**src/rtl/spi_rx_param.sv**
```systemverilog
// spi_rx_param: SPI receiver (slave, receive only) with run-time mode select and a valid/ready output.
// Ports:
//   clk        system clock; all logic runs on the rising edge
//   rst        synchronous, active-low reset
//   sclk       asynchronous SPI clock input
//   ss_n       asynchronous SPI select input, active low
//   mosi       asynchronous SPI data input
//   cpol       clock polarity; latched when a frame starts
//   cpha       clock phase; latched when a frame starts
//   lsbfe      1 = first bit received lands in bit 0; latched when a frame starts
//   rx_data    last completed word
//   rx_valid   rx_data holds a word that has not been consumed yet
//   rx_ready   consumer takes rx_data when rx_valid and rx_ready are both high
//   overrun    one-cycle pulse when a word completes while the previous one is unconsumed
//   frame_err  one-cycle pulse when ss_n rises part-way through a word
//   busy       high while a frame is being received
module spi_rx_param #(
    parameter int DATA_W      = 8,
    parameter int SYNC_STAGES = 2
) (
    input  logic              clk,
    input  logic              rst,
    input  logic              sclk,
    input  logic              ss_n,
    input  logic              mosi,
    input  logic              cpol,
    input  logic              cpha,
    input  logic              lsbfe,
    output logic [DATA_W-1:0] rx_data,
    output logic              rx_valid,
    input  logic              rx_ready,
    output logic              overrun,
    output logic              frame_err,
    output logic              busy
);
    localparam int CW = $clog2(DATA_W);

    typedef enum logic {IDLE, SHIFT} state_t;

    state_t                 state, state_n;
    logic [SYNC_STAGES-1:0] sclk_q, ss_q, mosi_q, live;
    logic                   sclk_p, ss_p, armed;
    logic                   cpol_l, cpha_l, lsb_l;
    logic [DATA_W-1:0]      sh, sh_n;
    logic [CW-1:0]          cnt;
    logic                   sclk_s, ss_s, mosi_s;
    logic                   sample, last, done, ss_fall, ss_rise;

    assign sclk_s = sclk_q[SYNC_STAGES-1];
    assign ss_s   = ss_q[SYNC_STAGES-1];
    assign mosi_s = mosi_q[SYNC_STAGES-1];
    assign busy   = state == SHIFT;

    // live fills with ones after reset so armed only sets once ss_s carries a real
    // high sample; a select held low through reset therefore cannot start a frame.
    always_ff @(posedge clk) begin
        if (!rst) begin
            sclk_q <= '0;
            ss_q   <= '1;
            mosi_q <= '0;
            live   <= '0;
            sclk_p <= 1'b0;
            ss_p   <= 1'b1;
            armed  <= 1'b0;
        end else begin
            sclk_q <= {sclk_q[SYNC_STAGES-2:0], sclk};
            ss_q   <= {ss_q[SYNC_STAGES-2:0], ss_n};
            mosi_q <= {mosi_q[SYNC_STAGES-2:0], mosi};
            live   <= {live[SYNC_STAGES-2:0], 1'b1};
            sclk_p <= sclk_s;
            ss_p   <= ss_s;
            armed  <= armed | (live[SYNC_STAGES-1] & ss_s);
        end
    end

    // Sample on the rising edge when cpol == cpha, otherwise on the falling edge.
    always_comb begin
        sample  = busy & ((cpol_l == cpha_l) ? (sclk_s & ~sclk_p) : (~sclk_s & sclk_p));
        last    = cnt == CW'(DATA_W - 1);
        done    = sample & last;
        ss_fall = armed & ss_p & ~ss_s;
        ss_rise = busy & ~ss_p & ss_s;
        sh_n    = lsb_l ? {mosi_s, sh[DATA_W-1:1]} : {sh[DATA_W-2:0], mosi_s};
        state_n = (state == IDLE) ? (ss_fall ? SHIFT : IDLE) : (ss_rise ? IDLE : SHIFT);
    end

    always_ff @(posedge clk) begin
        if (!rst)
            state <= IDLE;
        else
            state <= state_n;
    end

    always_ff @(posedge clk) begin
        if (!rst) begin
            cpol_l    <= 1'b0;
            cpha_l    <= 1'b0;
            lsb_l     <= 1'b0;
            sh        <= '0;
            cnt       <= '0;
            rx_data   <= '0;
            rx_valid  <= 1'b0;
            overrun   <= 1'b0;
            frame_err <= 1'b0;
        end else begin
            overrun   <= done & rx_valid & ~rx_ready;
            frame_err <= ss_rise & ~done & (cnt != '0);
            if (state == IDLE && ss_fall) begin
                cpol_l <= cpol;
                cpha_l <= cpha;
                lsb_l  <= lsbfe;
            end
            if (ss_rise) begin
                cnt <= '0;
                sh  <= '0;
            end else if (sample) begin
                cnt <= last ? '0 : cnt + 1'b1;
                sh  <= sh_n;
            end
            // A completing word is still delivered when ss_n rises in the same cycle.
            if (done && (!rx_valid || rx_ready)) begin
                rx_data  <= sh_n;
                rx_valid <= 1'b1;
            end else if (rx_valid && rx_ready) begin
                rx_valid <= 1'b0;
            end
        end
    end
endmodule

```
**config.mk**
```make
export PLATFORM = sky130hd
export DESIGN_NAME = spi_rx_param
export DESIGN_NICKNAME = d
export VERILOG_FILES = /design/src/rtl/spi_rx_param.sv
export SDC_FILE = /design/constraint.sdc
export NUM_CORES = 1
export LEC_CHECK = 0
export ABC_AREA = 1
export ABC_CLOCK_PERIOD_IN_PS = 2650
export BUFFER_PORTS_ARGS = -buffer_cell sky130_fd_sc_hd__buf_2
export CAP_MARGIN = 10
export CORE_AREA = 2 2 50 62
export CTS_BUF_LIST = sky130_fd_sc_hd__clkbuf_2 sky130_fd_sc_hd__clkbuf_4 sky130_fd_sc_hd__clkbuf_8
export CTS_CLUSTER_DIAMETER = 120
export DETAILED_ROUTE_END_ITERATION = 6
export DIE_AREA = 0 0 52 64
export PLACE_DENSITY_LB_ADDON = 0.15
export REMOVE_ABC_BUFFERS = 1
export SLEW_MARGIN = 10
export SYNTH_ARGS = -nofsm -noshare
export SYNTH_HDL_FRONTEND = slang
export SYNTH_SLANG_ARGS = --single-unit
export TNS_END_PERCENT = 10
```
**constraint.sdc**
```tcl
create_clock -name clk -period 2.65 [get_ports clk]
set_clock_uncertainty 0.2 [all_clocks]
set_input_delay 0.53 -clock clk [delete_from_list [all_inputs] [get_ports clk]]
set_output_delay 0.53 -clock clk [all_outputs]
set_load 0.03 [all_outputs]
```
==> flow_summary.yaml <==
status:
  status: "finished, final reports clean"
global_route:
  antenna_found_initial: 0
  grt_remaining_overflow: 0
  grt_max_degree: 27
  grt_pass1_wl_mm: 5.04
  grt_pass1_vias: 1161
  grt.total_usage: 0.203
routing:
  postRouteWirelength_mm: 2.82
  vias_per_cell: 4.95
  ant_nets: 0
  vias: 1277
  routedWlPerCell_um: 10.9
  firstDrtPassIters: 4
  dr.first_iter.drc_count: 34
  drc_errors: 0
critical_path:
  setup.worst_path.end_class: "primary output"
  crit_chain: "buf_2"
  worstPathMaxFanout: 5
  cp.required_ns: 1.92
  cp_slowest_cell: "dfxtp_1"
  crit_type: "flip-flop to primary output"
  cp_top_family: "flip-flops"
  critPathLaunchType: "flip-flop"
  cp.arrival_ns: 1.08
  max_stage_delay_ns: 0.48
  path_buf_inv: 1
  r2r_slack_ns: 0.93
cts:
  htreeDepth: 2
  clockBufferDepth: 2
  clkTransAtPathRegs_ns: 0.11
  cts_tree: "done"
  ctsResizeCount: 0
  cts.sinks: 37
  cts_made_buffers: 5
  cts_setup_buffers: 0
  ctsHoldBuffers: 0
  clock_latency_ns: 0.35
  cts-root-buf: "clkbuf_4"
pwr:
  p_sw_frac: 0.237
  max-vdd-ir-drop_uv: 366
  clockPowerShare: 0.323
  p_int_uw: 692
  power_density_nw_per_um2: 522
  p_comb_frac: 0.047
  power_switching_uw: 216
  seq_power_share: 0.629
  cellLeakagePower_uw: 0.000828
logic_synthesis:
  synthTopCellsByArea: "dfxtp_1 47%, nand2_1 9.9%, inv_1 8.7%"
  seq_area_frac_synth: 0.467
  synth_top_area_share: 0.467
  synth_compound_area_frac: 0.121
  synth_area_per_cell_um2: 7.82
  yosys.area_share.simple: 0.257
  synth_top_family_by_area: "simple AND/OR/NAND/NOR gates"
  synth_cells: 203
  synth_area_um2: 1590
  synth_warnings: 0
  synth_fa_ha_area_frac: 0.0236
  synth_mux_area_frac: 0.00630
  post-synth-top-area-cell: "dfxtp_1"
  synth_cell_types: 25
  synth_xor_area_frac: 0
  synth_seq_cells: 37
floorplanning:
  die_area_um2: 3330
  core_um2: 2710
  die_h_um: 64
  rows: 21
  initial_core_util: 0.587
  die-width_um: 52
  io_pins: 21
timing:
  final_max_slew_viol_count: 0
  fin_crit_sh: 0.682
  worst_slew_pin_slew_ns: 0.475
  slew_headroom: 0.684
  max_freq_mhz: 553
  fin_crit_ns: 1.81
  rsz0062_at_grt: "false"
  setup_viol_count_final: 0
  tns_ns: 0
  final_hold_viol_count: 0
job:
  drv_cap: 0
final_layout:
  num-fill-cells: 255
  diodes: 0
  layout.nets: 235
  drive_gt1_frac: 0.232
  syn_to_final_growth_pct: 9.54
  fin_util: 0.643
placement:
  hpwl_mm: 2.02
  place_congestion: 0.808
  io_buffers: 20
min_path:
  hp-class: "primary input to flip-flop"
area by class of cell:
class	count	area (um^2)	area share
Tap cell	34	42.5	0.0245
Clock buffer	6	45.0	0.0259
Inverter	41	154	0.0885
Timing Repair Buffer	20	100	0.0576
Multi-Input combinational cell	118	647	0.372
Clock inverter	2	10.0	0.00576
Sequential cell	37	741	0.426
path summary, 6_finish.rpt:
path            from         end  cells past startpoint
max             busy        busy                      1
min             ss_n     ss_q[0]                      2
max reg2reg   cnt[0]  rx_data[2]                      6
min reg2reg  ss_q[0]     ss_q[1]                      1
power groups by stage:
stage	sequential, uW	clock, uW	combinational (uW)
after floorplan	583	0	27.4
after global placement	584	0	41.4
after detailed placement	584	0	43.2
after CTS	571	304	43.5
after global routing	573	329	49.8
final	571	293	43.1
layout by cell type (no fill, tap or decap), types with 5 or more instances in the layout:
master,instances
buf_2,20
o21ai_0,15
dfxtp_1,37
o21ai_1,5
nand2_1,42
inv_1,37
clkbuf_4,6
nor2_2,8
a21oi_1,17
nand4_1,8
flip-flops by register name, summed over array words and instances (netlist names), 2 cells and up:
| name | flops |
|---|---|
| ss_q | 2 |
| cnt | 3 |
| sh | 8 |
| mosi_q | 2 |
| live | 2 |
| rx_data | 8 |
| sclk_q | 2 |
per-layer routing:
layer	part of all wire	vias to the layer above	wire, um	track usage
met5	0	-	0	0
met2	0.47	28	1320	0.328
met3	0.046	5	130	0.0631
met4	0.019	0	55	0.0888
met1	0.47	569	1320	0.244
li1	-	675	-	-
synth_stat cells:
master    count
a21oi_1      17
buf_2         4
buf_6         2
clkbuf_1      1
dfxtp_1      37
ha_1          3
inv_1        37
inv_2         4
mux2i_1       1
nand2_1      42
nand2_2       4
nand3_1       1
nand3_2       1
nand4_1       8
nand4_2       2
nand4_4       1
nor2_1        4
nor2_2        8
nor2_4        1
nor2_8        1
nor3_1        1
o21ai_0      15
o21ai_1       5
o22ai_1       1
or2_2         2
per-stage QoR:
stage	cell area [um^2]	power [uW]	instances	worst slack (ns)	hold slack, ns
6_report	1740	908	258	0.843	0.164
3_3_place_gp	1680	625	250	0.978	0.194
3_5_place_dp	1680	627	250	0.961	0.202
4_1_cts	1740	919	258	0.827	0.158
5_1_grt	1740	951	258	0.771	0.153
2_1_floorplan	1540	611	196	1.11	0.190
logic make-up after synthesis:
kind of cell,after synthesis
and+or+nand+nor,76
buffers and inverters,48
AOI/OAI and AO/OA,38
DFF,37
adders and majority gates,3
muxes,1
(Power assumes the default switching activity.)
